**config.mk**
```make
export PLATFORM = sky130hd
export DESIGN_NAME = uni_stream_cnt
export DESIGN_NICKNAME = d
export VERILOG_FILES = /design/src/rtl/uni_stream_cnt_pkg.sv /design/src/rtl/uni_stream_cnt.sv
export SDC_FILE = /design/constraint.sdc
export NUM_CORES = 1
export LEC_CHECK = 0
export ABC_CLOCK_PERIOD_IN_PS = 2900
export BUFFER_PORTS_ARGS = -buffer_cell sky130_fd_sc_hd__buf_2
export CAP_MARGIN = 20
export CORE_MARGIN = 5
export CORE_UTILIZATION = 61
export CTS_CLUSTER_DIAMETER = 200
export CTS_CLUSTER_SIZE = 12
export DETAILED_ROUTE_END_ITERATION = 6
export GPL_ROUTABILITY_DRIVEN = 0
export GPL_TIMING_DRIVEN = 0
export PLACE_DENSITY = 0.8
export SLEW_MARGIN = 20
export SYNTH_ARGS = -nofsm -noshare
export SYNTH_HDL_FRONTEND = slang
export SYNTH_SLANG_ARGS = --single-unit
```
**constraint.sdc**
```tcl
create_clock -name clk -period 2.9 [get_ports clk]
set_input_delay 0.29 -clock clk [delete_from_list [all_inputs] [get_ports clk]]
set_output_delay 0.29 -clock clk [all_outputs]
set_load 0.03 [all_outputs]
```
**src/rtl/uni_stream_cnt_pkg.sv**
```systemverilog
// Shared stream-readout package: state encoding for the bitstream-to-binary
// counter stages.
package uni_stream_cnt_pkg;

    typedef enum logic {
        IDLE = 1'b0,
        RUN  = 1'b1
    } cnt_state_e;

endpackage : uni_stream_cnt_pkg

```
**src/rtl/uni_stream_cnt.sv**
```systemverilog
// Unipolar stochastic-stream-to-binary converter: counts the 1s over a window
// of 2^WIDTH accepted samples and reports the exact count with a valid pulse.
module uni_stream_cnt
    import uni_stream_cnt_pkg::*;
#(
    parameter int unsigned WIDTH = 8
) (
    input  logic             clk,
    input  logic             rst,
    input  logic             start,
    input  logic             in_valid,
    input  logic             in,
    output logic             busy,
    output logic             out_valid,
    output logic [WIDTH:0]   out
);

    localparam int unsigned CNT_W = WIDTH + 1;

    cnt_state_e             state;
    cnt_state_e             state_nxt;
    logic [CNT_W-1:0]       ones_cnt;
    logic [WIDTH-1:0]       smp_cnt;
    logic [CNT_W-1:0]       ones_sum;
    logic                   last_smp;

    // Next-state and completion decode
    always_comb begin
        state_nxt = state;
        last_smp  = 1'b0;
        ones_sum  = ones_cnt + CNT_W'(in);
        case (state)
            IDLE: begin
                if (start) begin
                    state_nxt = RUN;
                end
            end
            RUN: begin
                if (in_valid && (smp_cnt == '1)) begin
                    last_smp  = 1'b1;
                    state_nxt = IDLE;
                end
            end
            default: state_nxt = IDLE;
        endcase
    end

    // State register, counters and result register
    always_ff @(posedge clk or posedge rst) begin
        if (rst) begin
            state     <= IDLE;
            ones_cnt  <= '0;
            smp_cnt   <= '0;
            out       <= '0;
            out_valid <= 1'b0;
        end else begin
            state     <= state_nxt;
            out_valid <= 1'b0;
            case (state)
                IDLE: begin
                    ones_cnt <= '0;
                    smp_cnt  <= '0;
                end
                RUN: begin
                    if (in_valid) begin
                        ones_cnt <= ones_sum;
                        smp_cnt  <= smp_cnt + WIDTH'(1);
                    end
                    // Include the final sample directly so the result needs no extra cycle
                    if (last_smp) begin
                        out       <= ones_sum;
                        out_valid <= 1'b1;
                    end
                end
                default: begin
                    ones_cnt <= '0;
                    smp_cnt  <= '0;
                end
            endcase
        end
    end

    // Output decode
    always_comb begin
        busy = (state == RUN);
    end

endmodule : uni_stream_cnt

```
* Yosys cells after proc, flatten, opt, wreduce, memory -nomap -nowiden
Index checks and enable logic that the tools add are counted.
** Operators by class
- $add $sub $neg :: 2
- Eq/ne operators :: 2
- Mux-type cells :: 11
- Bitwise gates (word level) :: 1
- Reduce and logical (&&, ||, !) cells :: 2
** Operators by type and width (count)
- 9-bit one-hot mux with 2 select lines :: 1
- 8-bit one-hot mux with 2 select lines :: 1
- 9-bit by 1-bit adder with 9-bit output :: 1
- 9-bit 2-to-1 mux :: 1
- 8-bit by 1-bit adder with 8-bit output, second input constant :: 1
- 8-bit == test, second input constant :: 1
- 8-bit 2-to-1 mux :: 1
- 1-bit 2-to-1 mux :: 6
- 2-bit inequality test, second input constant :: 1
- 1-bit one-hot mux with 2 select lines :: 1
- 2-bit AND reduction :: 1
- 1-bit logical AND :: 1
- 1-bit inverter :: 1
** Word-level totals
- Bits in registers :: 28
- Input port bits :: 5
- Word-level logic and storage cells :: 23

* Depth between registers and ports, before layout
Gate-level depths: netlist (run 1).
- Word-level depth :: 6
- Gate-level depth with buffers :: 5
- Gate-level depth less buffers :: 5

* Worst setup path after synthesis (run 1)
OpenSTA, ideal clock, no wires.
- Path kind :: register -> register
- Start point :: register smp_cnt[0]
- End point :: register out[0]
- Setup time :: 0.125 ns
- Arrival time :: 1.462 ns
- Data required time :: 2.775 ns
- Slack :: 1.314 ns
- Cell stages (with the launch flop) :: 5
- Clock period less this slack :: 1.586 ns
- Cells stage by stage :: dfrtp_1 -> ha_1 -> nand4_4 -> nor3_4 -> mux2_2
** Between the ends
- Word-level cells in the longest chain between the ends :: 5
** Ends and longest elaborated chain
- from (decl) :: line uni_stream_cnt.sv:23 : logic [WIDTH-1:0] smp_cnt;
- from (signal assigned) :: line uni_stream_cnt.sv:67 : smp_cnt <= smp_cnt + WIDTH'(1);
- 8-bit == test :: line uni_stream_cnt.sv:39 : if (in_valid && (smp_cnt == '1)) begin
- 1-bit logical AND :: line uni_stream_cnt.sv:39
- 1-bit 2-to-1 mux :: line uni_stream_cnt.sv:39
- 1-bit 2-to-1 mux :: line uni_stream_cnt.sv:32 : case (state)
- 2-bit AND reduction (no source line)
- to (signal assigned) :: line uni_stream_cnt.sv:71 : out <= ones_sum;
- to (decl) :: line uni_stream_cnt.sv:15 : output logic [WIDTH:0] out
No other way between the ends.
A chain may end at the register's enable or synchronous reset.

* Worst setup path after layout (run 1)
- Start point :: register smp_cnt[0]
- End point :: register out[1]
Same word-level chain as after synthesis.

==> results of run 1 <==
## flip-flops by register name, summed over array words and instances, names as in the netlist
register,count
ones_cnt,9
out,9
smp_cnt,8
busy,1
out_valid,1
## layout make-up
type                    instances  area, µm²  share of cell area (%)
plain buffers                   5      28.78                   1.871
clock buffers                   3      22.52                   1.465
inverters                       3      11.26                  0.7323
multi-input cells              96      664.4                   43.21
flip-flops and latches         28      700.7                   45.57
well taps                      28      35.03                   2.278
repair buffers                 15      75.07                   4.882
## metrics by stage
step           total power, W  worst slack [ns]  instance area, µm²
6_report             0.001054             1.082                1538
5_1_grt              0.001136            0.9403                1538
4_1_cts              0.001066             1.057                1538
3_5_place_dp        0.0009062             1.082                1515
3_3_place_gp        0.0008794             1.102                1515
2_1_floorplan       0.0008310             1.314                1405
## worst max-delay path: stages (launching register included)
cell,delay (ns)
dfrtp_1,0.45
ha_1,0.26
nand4_4,0.16
nor3_4,0.45
mux2_2,0.39
## routing by layer
layer,global-route usage (%),vias up,part of all wire [%]
met5,0,-,0
li1,-,525,-
met1,21.63,486,47
met4,9.603,0,3.1
met2,27.90,17,48
met3,2.004,8,2.4
## cells in the final DEF (no fill, tap or decap), drive strengths merged, types with 4 or more instances in the layout
| cell type | netlist | final |
|---|---|---|
| nor2 | 11 | 11 |
| or3 | 8 | 8 |
| dfrtp | 28 | 28 |
| a31oi | 8 | 8 |
| nand2 | 9 | 9 |
| mux2 | 5 | 5 |
| nand3 | 5 | 5 |
| a21oi | 8 | 8 |
| xor2 | 6 | 6 |
| buf | 4 | 19 |
| clkbuf | 1 | 4 |
| o21ai | 8 | 8 |
| nand4 | 7 | 7 |
## power by group through the flow
stage	clock network (W)	logic [W]	registers, W
2_1_floorplan	0	0.000272	0.000559
3_3_place_gp	0	0.000310	0.000570
3_5_place_dp	0	0.000328	0.000579
4_1_cts	0.000164	0.000331	0.000571
5_1_grt	0.000177	0.000372	0.000586
6_report	0.000153	0.000329	0.000572
## final timing paths
check	start	end	slack, ns	cells after the start
setup / recovery	smp_cnt[0]$_DFFE_PP0P_	out[1]$_DFFE_PP0P_	1.08	4
hold / removal	rst	out_valid$_DFF_PP0_	0.003	2
setup reg to reg	smp_cnt[0]$_DFFE_PP0P_	out[1]$_DFFE_PP0P_	1.08	4
hold reg to reg	out[4]$_DFFE_PP0P_	out[4]$_DFFE_PP0P_	0.52	1
max in group asynchronous	rst	ones_cnt[8]$_DFFE_PP0P_	2.51	2
min in group clk	start	busy$_DFF_PP0_	0.17	3
## logic make-up (layout without fill, tap and decap cells)
group,Yosys count,after routing,synth area share (%)
XOR/XNOR,9,9,5.610
multiplexers,8,8,6.144
flip-flops,28,28,49.87
adder cells (fa/ha/maj),3,3,2.672
buffers and inverters,8,26,2.849
AND/OR/NAND/NOR,49,49,21.99
AO/OA/AOI/OAI,27,27,10.86
==> results.json, run 1 <==
{
  "run_status": "finished clean",
  "die-width_um": 58.00,
  "synth.avg_cell_area_um2": 10.64,
  "drive_gt1_share_pct": 23.33,
  "hold_path.class": "in -> async",
  "drtAntennaViolNets": 0,
  "ioPinCount": 16,
  "slew_headroom_pct": 61.22,
  "vias": 1036,
  "holdWs_ns": 0.003076,
  "ir_worst_vdd_mv": 0.5854,
  "maxCapViolations": 0,
  "yosysWarningCount": 0,
  "switching_share_pct": 37.07,
  "nNetsFinal": 160,
  "worstPathArrival_ns": 2.04,
  "setup_violations": 0,
  "clk_latency_ns": 0.32,
  "postCtsSetupRepairBufs": 0,
  "start_util_pct": 63.52,
  "grtUsageTotal_pct": 16.98,
  "synth_top_flop_cell": "dfrtp_1",
  "max_freq_mhz": 549.9,
  "drtPass1Iterations": 4,
  "place.detailed.hpwl_mm": 1.855,
  "root_buffer": "clkbuf_4",
  "worst_slew_pin_slew_ns": 0.5808,
  "instances_no_fill": 178,
  "rsz0062_at_grt": "no",
  "io_buffers": 15,
  "fin_skew_ns": 0.006367,
  "pwr-share-clk_pct": 14.5,
  "synthArstFlopShare_pct": 100.0,
  "clk_pin_slew_ns": 0.14,
  "fp.coreArea_um2": 2212,
  "synth-edff-count": 0,
  "p_per_area_nw_per_um2": 685.2,
  "fillCellCount": 193,
  "grt_overflow": 0,
  "yosys.area.top_type": "dfrtp_1",
  "vias_per_cell": 5.820,
  "place_inst": 175,
  "grt_pass1_vias": 1030,
  "ys_seq_elements": 28,
  "yosys-top-cells-count": "dfrtp_1 (28), nor2_1 (11), nand2_1 (9)",
  "setup-tns-final_ns": 0,
  "synth.most_common_cell": "dfrtp_1",
  "die_y_um": 58.00,
  "synth_top_cells_by_area": "dfrtp_1 (50%), mux2_2 (4.0%), xor2_1 (3.7%)",
  "antenna_cells": 0,
  "post_drt_wl_per_cell_um": 14.17,
  "post-route-period-util_pct": 62.70,
  "post-route-min-period_ns": 1.818,
  "grt_first_pass_wirelength_mm": 4.436,
  "synth.top_cell.area_share_pct": 49.87,
  "path_class": "reg -> reg",
  "seq_power_share_pct": 54.3,
  "cp-start-kind": "flip-flop",
  "final_util_pct": 69.51,
  "drv_slew": 0,
  "drc_errors": 0,
  "cts_made_buffers": 3,
  "syn2layout_area_growth_pct": 9.439,
  "yosysSeqAreaShare_pct": 49.87,
  "synth_cell_types": 31,
  "power_leakage_nw": 0.6994,
  "synth_cells": 132,
  "critPathMaxFanout": 10,
  "p_sw_w": 0.0003906,
  "cts.repair.resized": 0,
  "internal-power_w": 0.0006630,
  "cts_tree": "done",
  "drt-total-wl_mm": 2.522,
  "antenna_found_initial": 0,
  "cts.htree.levels": 1,
  "dieArea_um2": 3363,
  "drt_iter0_markers": 20,
  "synth_fp_nets": 140,
  "comb_power_share_pct": 31.2,
  "crit_required_ns": 3.12,
  "finalHoldViolCount": 0,
  "cts_sinks": 28,
  "row_count": 17,
  "endpoint_kind": "flip-flop",
  "cts_hold_buf": 0,
  "cts_buffer_depth": 2,
  "grt_max_degree": 29,
  "syn_area_um2": 1405
}
Power figures use the tool's default switching activity.
==> run 2, diff against run 1 <==
Settings changed: ABC_AREA from default to 1, ABC_CLOCK_PERIOD_IN_PS 2900 to 1900, CORE_UTILIZATION 61 to 56, PLACE_DENSITY 0.8 to 0.74.
Clock period 2.9 ns to 1.9 ns, I/O delays scaled along.
==> results.json, run 2 <==
{
  "startpoint": "ones_cnt[0]$_DFFE_PP0P_",
  "antenna_found_initial": 0,
  "met2_usage_pct": 30.40,
  "internal-power_w": 0.0009168,
  "crit_buf_inv": 0,
  "vias": 1106,
  "cp_slowest_cell": "dfrtp_1",
  "dieArea_um2": 3562,
  "place.detailed.hpwl_mm": 1.933,
  "setup-tns-final_ns": 0,
  "rsz0062_at_grt": "no",
  "drt-total-wl_mm": 2.698,
  "post-route-min-period_ns": 1.395,
  "synth_fp_nets": 179,
  "grt_first_pass_wirelength_mm": 4.643,
  "path_cells": "ha_1 > ha_1 > nand2_1 > nor2_1 > nand3_1 > nand3_1 > o21ai_0",
  "cts_made_buffers": 3,
  "ioPinCount": 16,
  "io_buffers": 15,
  "fin_area_um2": 1541,
  "cts_buffer_depth": 2,
  "synth.avg_cell_area_um2": 8.085,
  "crit_required_ns": 2.12,
  "drtAntennaViolNets": 0,
  "die_y_um": 59.69,
  "post-route-period-util_pct": 73.41,
  "setup_violations": 0,
  "r2r_start": "ones_cnt[0]$_DFFE_PP0P_",
  "drive_gt1_share_pct": 17.28,
  "yosys.area.top_type": "dfrtp_1",
  "synth.top_cell.area_share_pct": 50.68,
  "row_count": 18,
  "clk_latency_ns": 0.32,
  "nNetsFinal": 200,
  "cts_hold_buf": 0,
  "syn_area_um2": 1383,
  "reg.largest.list": "ones_cnt: 9 flops, out: 9 flops, smp_cnt: 8 flops",
  "ir_worst_vdd_mv": 0.6584,
  "layout_common_cells": "nand2_1 (56), dfrtp_1 (28), inv_1 (19)",
  "finalHoldViolCount": 0,
  "grt-busiest-layer": "met2",
  "start_util_pct": 57.37,
  "hold_path.class": "in -> reg",
  "postCtsSetupRepairBufs": 0,
  "synth_top_cells_by_area": "dfrtp_1 (51%), nand2_1 (15%), inv_1 (5.4%)",
  "grtUsageMet3_pct": 1.944,
  "power_leakage_nw": 0.8206,
  "instances_no_fill": 221,
  "seq_power_share_pct": 57.0,
  "endpoint_kind": "flip-flop",
  "drtPass1Iterations": 4,
  "worstPathArrival_ns": 1.62,
  "synth_top_flop_cell": "dfrtp_1",
  "synthArstFlopShare_pct": 100.0,
  "drc_errors": 0,
  "p_per_area_nw_per_um2": 883.4,
  "min_from": "start",
  "switching_share_pct": 32.68,
  "p_sw_w": 0.0004450,
  "cts.htree.levels": 1,
  "grt_max_degree": 29,
  "cp-start-kind": "flip-flop",
  "fin_skew_ns": 0.001527,
  "grt_overflow": 0,
  "place_inst": 216,
  "clk_pin_slew_ns": 0.14,
  "syn2layout_area_growth_pct": 11.49,
  "cts.repair.resized": 0,
  "yosysSeqAreaShare_pct": 50.68,
  "yosysWarningCount": 0,
  "comb_power_share_pct": 22.0,
  "grtUsageTotal_pct": 17.29,
  "drv_slew": 0,
  "r2r_setup_slack_ns": 0.51,
  "path_class": "reg -> reg",
  "run_status": "finished clean",
  "grt_pass1_vias": 1095,
  "max_freq_mhz": 717.0,
  "synth.most_common_cell": "nand2_1",
  "cts_tree": "done",
  "dpl-instance-area_um2": 1495,
  "synth-edff-count": 0,
  "die-width_um": 59.69,
  "root_buffer": "clkbuf_4",
  "critPathMaxFanout": 3,
  "ys_seq_elements": 28,
  "synth_cells": 171,
  "final_common_cell": "nand2_1",
  "vias_per_cell": 5.005,
  "antenna_cells": 0,
  "use_met1_pct": 21.42,
  "yosys-top-cells-count": "nand2_1 (56), dfrtp_1 (28), inv_1 (20), nor2_1 (17), o21ai_0 (12)",
  "maxCapViolations": 0,
  "post_drt_wl_per_cell_um": 12.21,
  "worst_slew_pin_slew_ns": 0.5967,
  "cp_slowest_stage_delay_ns": 0.38,
  "fp.coreArea_um2": 2410,
  "cts_sinks": 28,
  "crit_family": "simple AND/OR/NAND/NOR gates",
  "pwr-share-clk_pct": 21.0,
  "slew_headroom_pct": 60.17,
  "drt_iter0_markers": 37,
  "synth_cell_types": 23
}
[run 2: routing by layer]
| layer | wire length (µm) | part of all wire, % |
|---|---|---|
| met5 | 0 | 0 |
| met4 | 34 | 1.3 |
| met3 | 106 | 3.9 |
| met2 | 1317 | 49 |
| met1 | 1239 | 46 |
[run 2: area by class of cell]
cell class | count | area (µm²)
buffer | 3 | 23.77
clock buffer | 4 | 36.28
fill | 194 | 868.3
inverter | 21 | 80.08
multi-input combinational | 119 | 578.1
sequential | 28 | 700.7
tap | 30 | 37.54
timing repair buffer | 16 | 85.08
[run 2: cell families after synthesis]
kind of cell	share of synthesized area [%]
buffers and inverters	7.511
XOR/XNOR	1.901
AND/OR/NAND/NOR	28.33
AO/OA/AOI/OAI	8.870
flip-flops	50.68
adder cells (fa/ha/maj)	2.715
[run 2: power by group through the flow]
stage / clock, W / sequential (W) / combinational, W
after floorplan: 0 / 0.000768 / 0.000241
final: 0.000286 / 0.000777 / 0.000299
after global routing: 0.000320 / 0.000794 / 0.000347
after global placement: 0 / 0.000782 / 0.000283
after detailed placement: 0 / 0.000787 / 0.000299
after CTS: 0.000296 / 0.000775 / 0.000300
[run 2: path summary, 6_finish.rpt]
kind / end / cells past startpoint
max in group asynchronous: ones_cnt[2]$_DFFE_PP0P_ / 3
min in group asynchronous: smp_cnt[6]$_DFFE_PP0P_ / 3
worst min-delay path: busy$_DFF_PP0_ / 3
worst max register to register: ones_cnt[8]$_DFFE_PP0P_ / 7
worst max-delay path: ones_cnt[8]$_DFFE_PP0P_ / 7
worst min register to register: out[4]$_DFFE_PP0P_ / 2
[run 2: stage by stage]
step	hold WS [ns]	worst slack, ns	util, %	total power [W]
floorplan	0.2554	0.5226	-	0.001009
global placement	0.4199	0.5407	62.05	0.001065
detailed placement	0.4422	0.5282	62.05	0.001086
CTS	0.09809	0.5028	63.55	0.001371
global route	0.09946	0.3321	63.97	0.001461
finish	0.09297	0.5053	63.97	0.001362
[run 2: tightest hold or removal path, delay by kind of cell]
kind / cells / cell delay, ns
simple gates: 2 / 0.12
buf+inv: 1 / 0.07
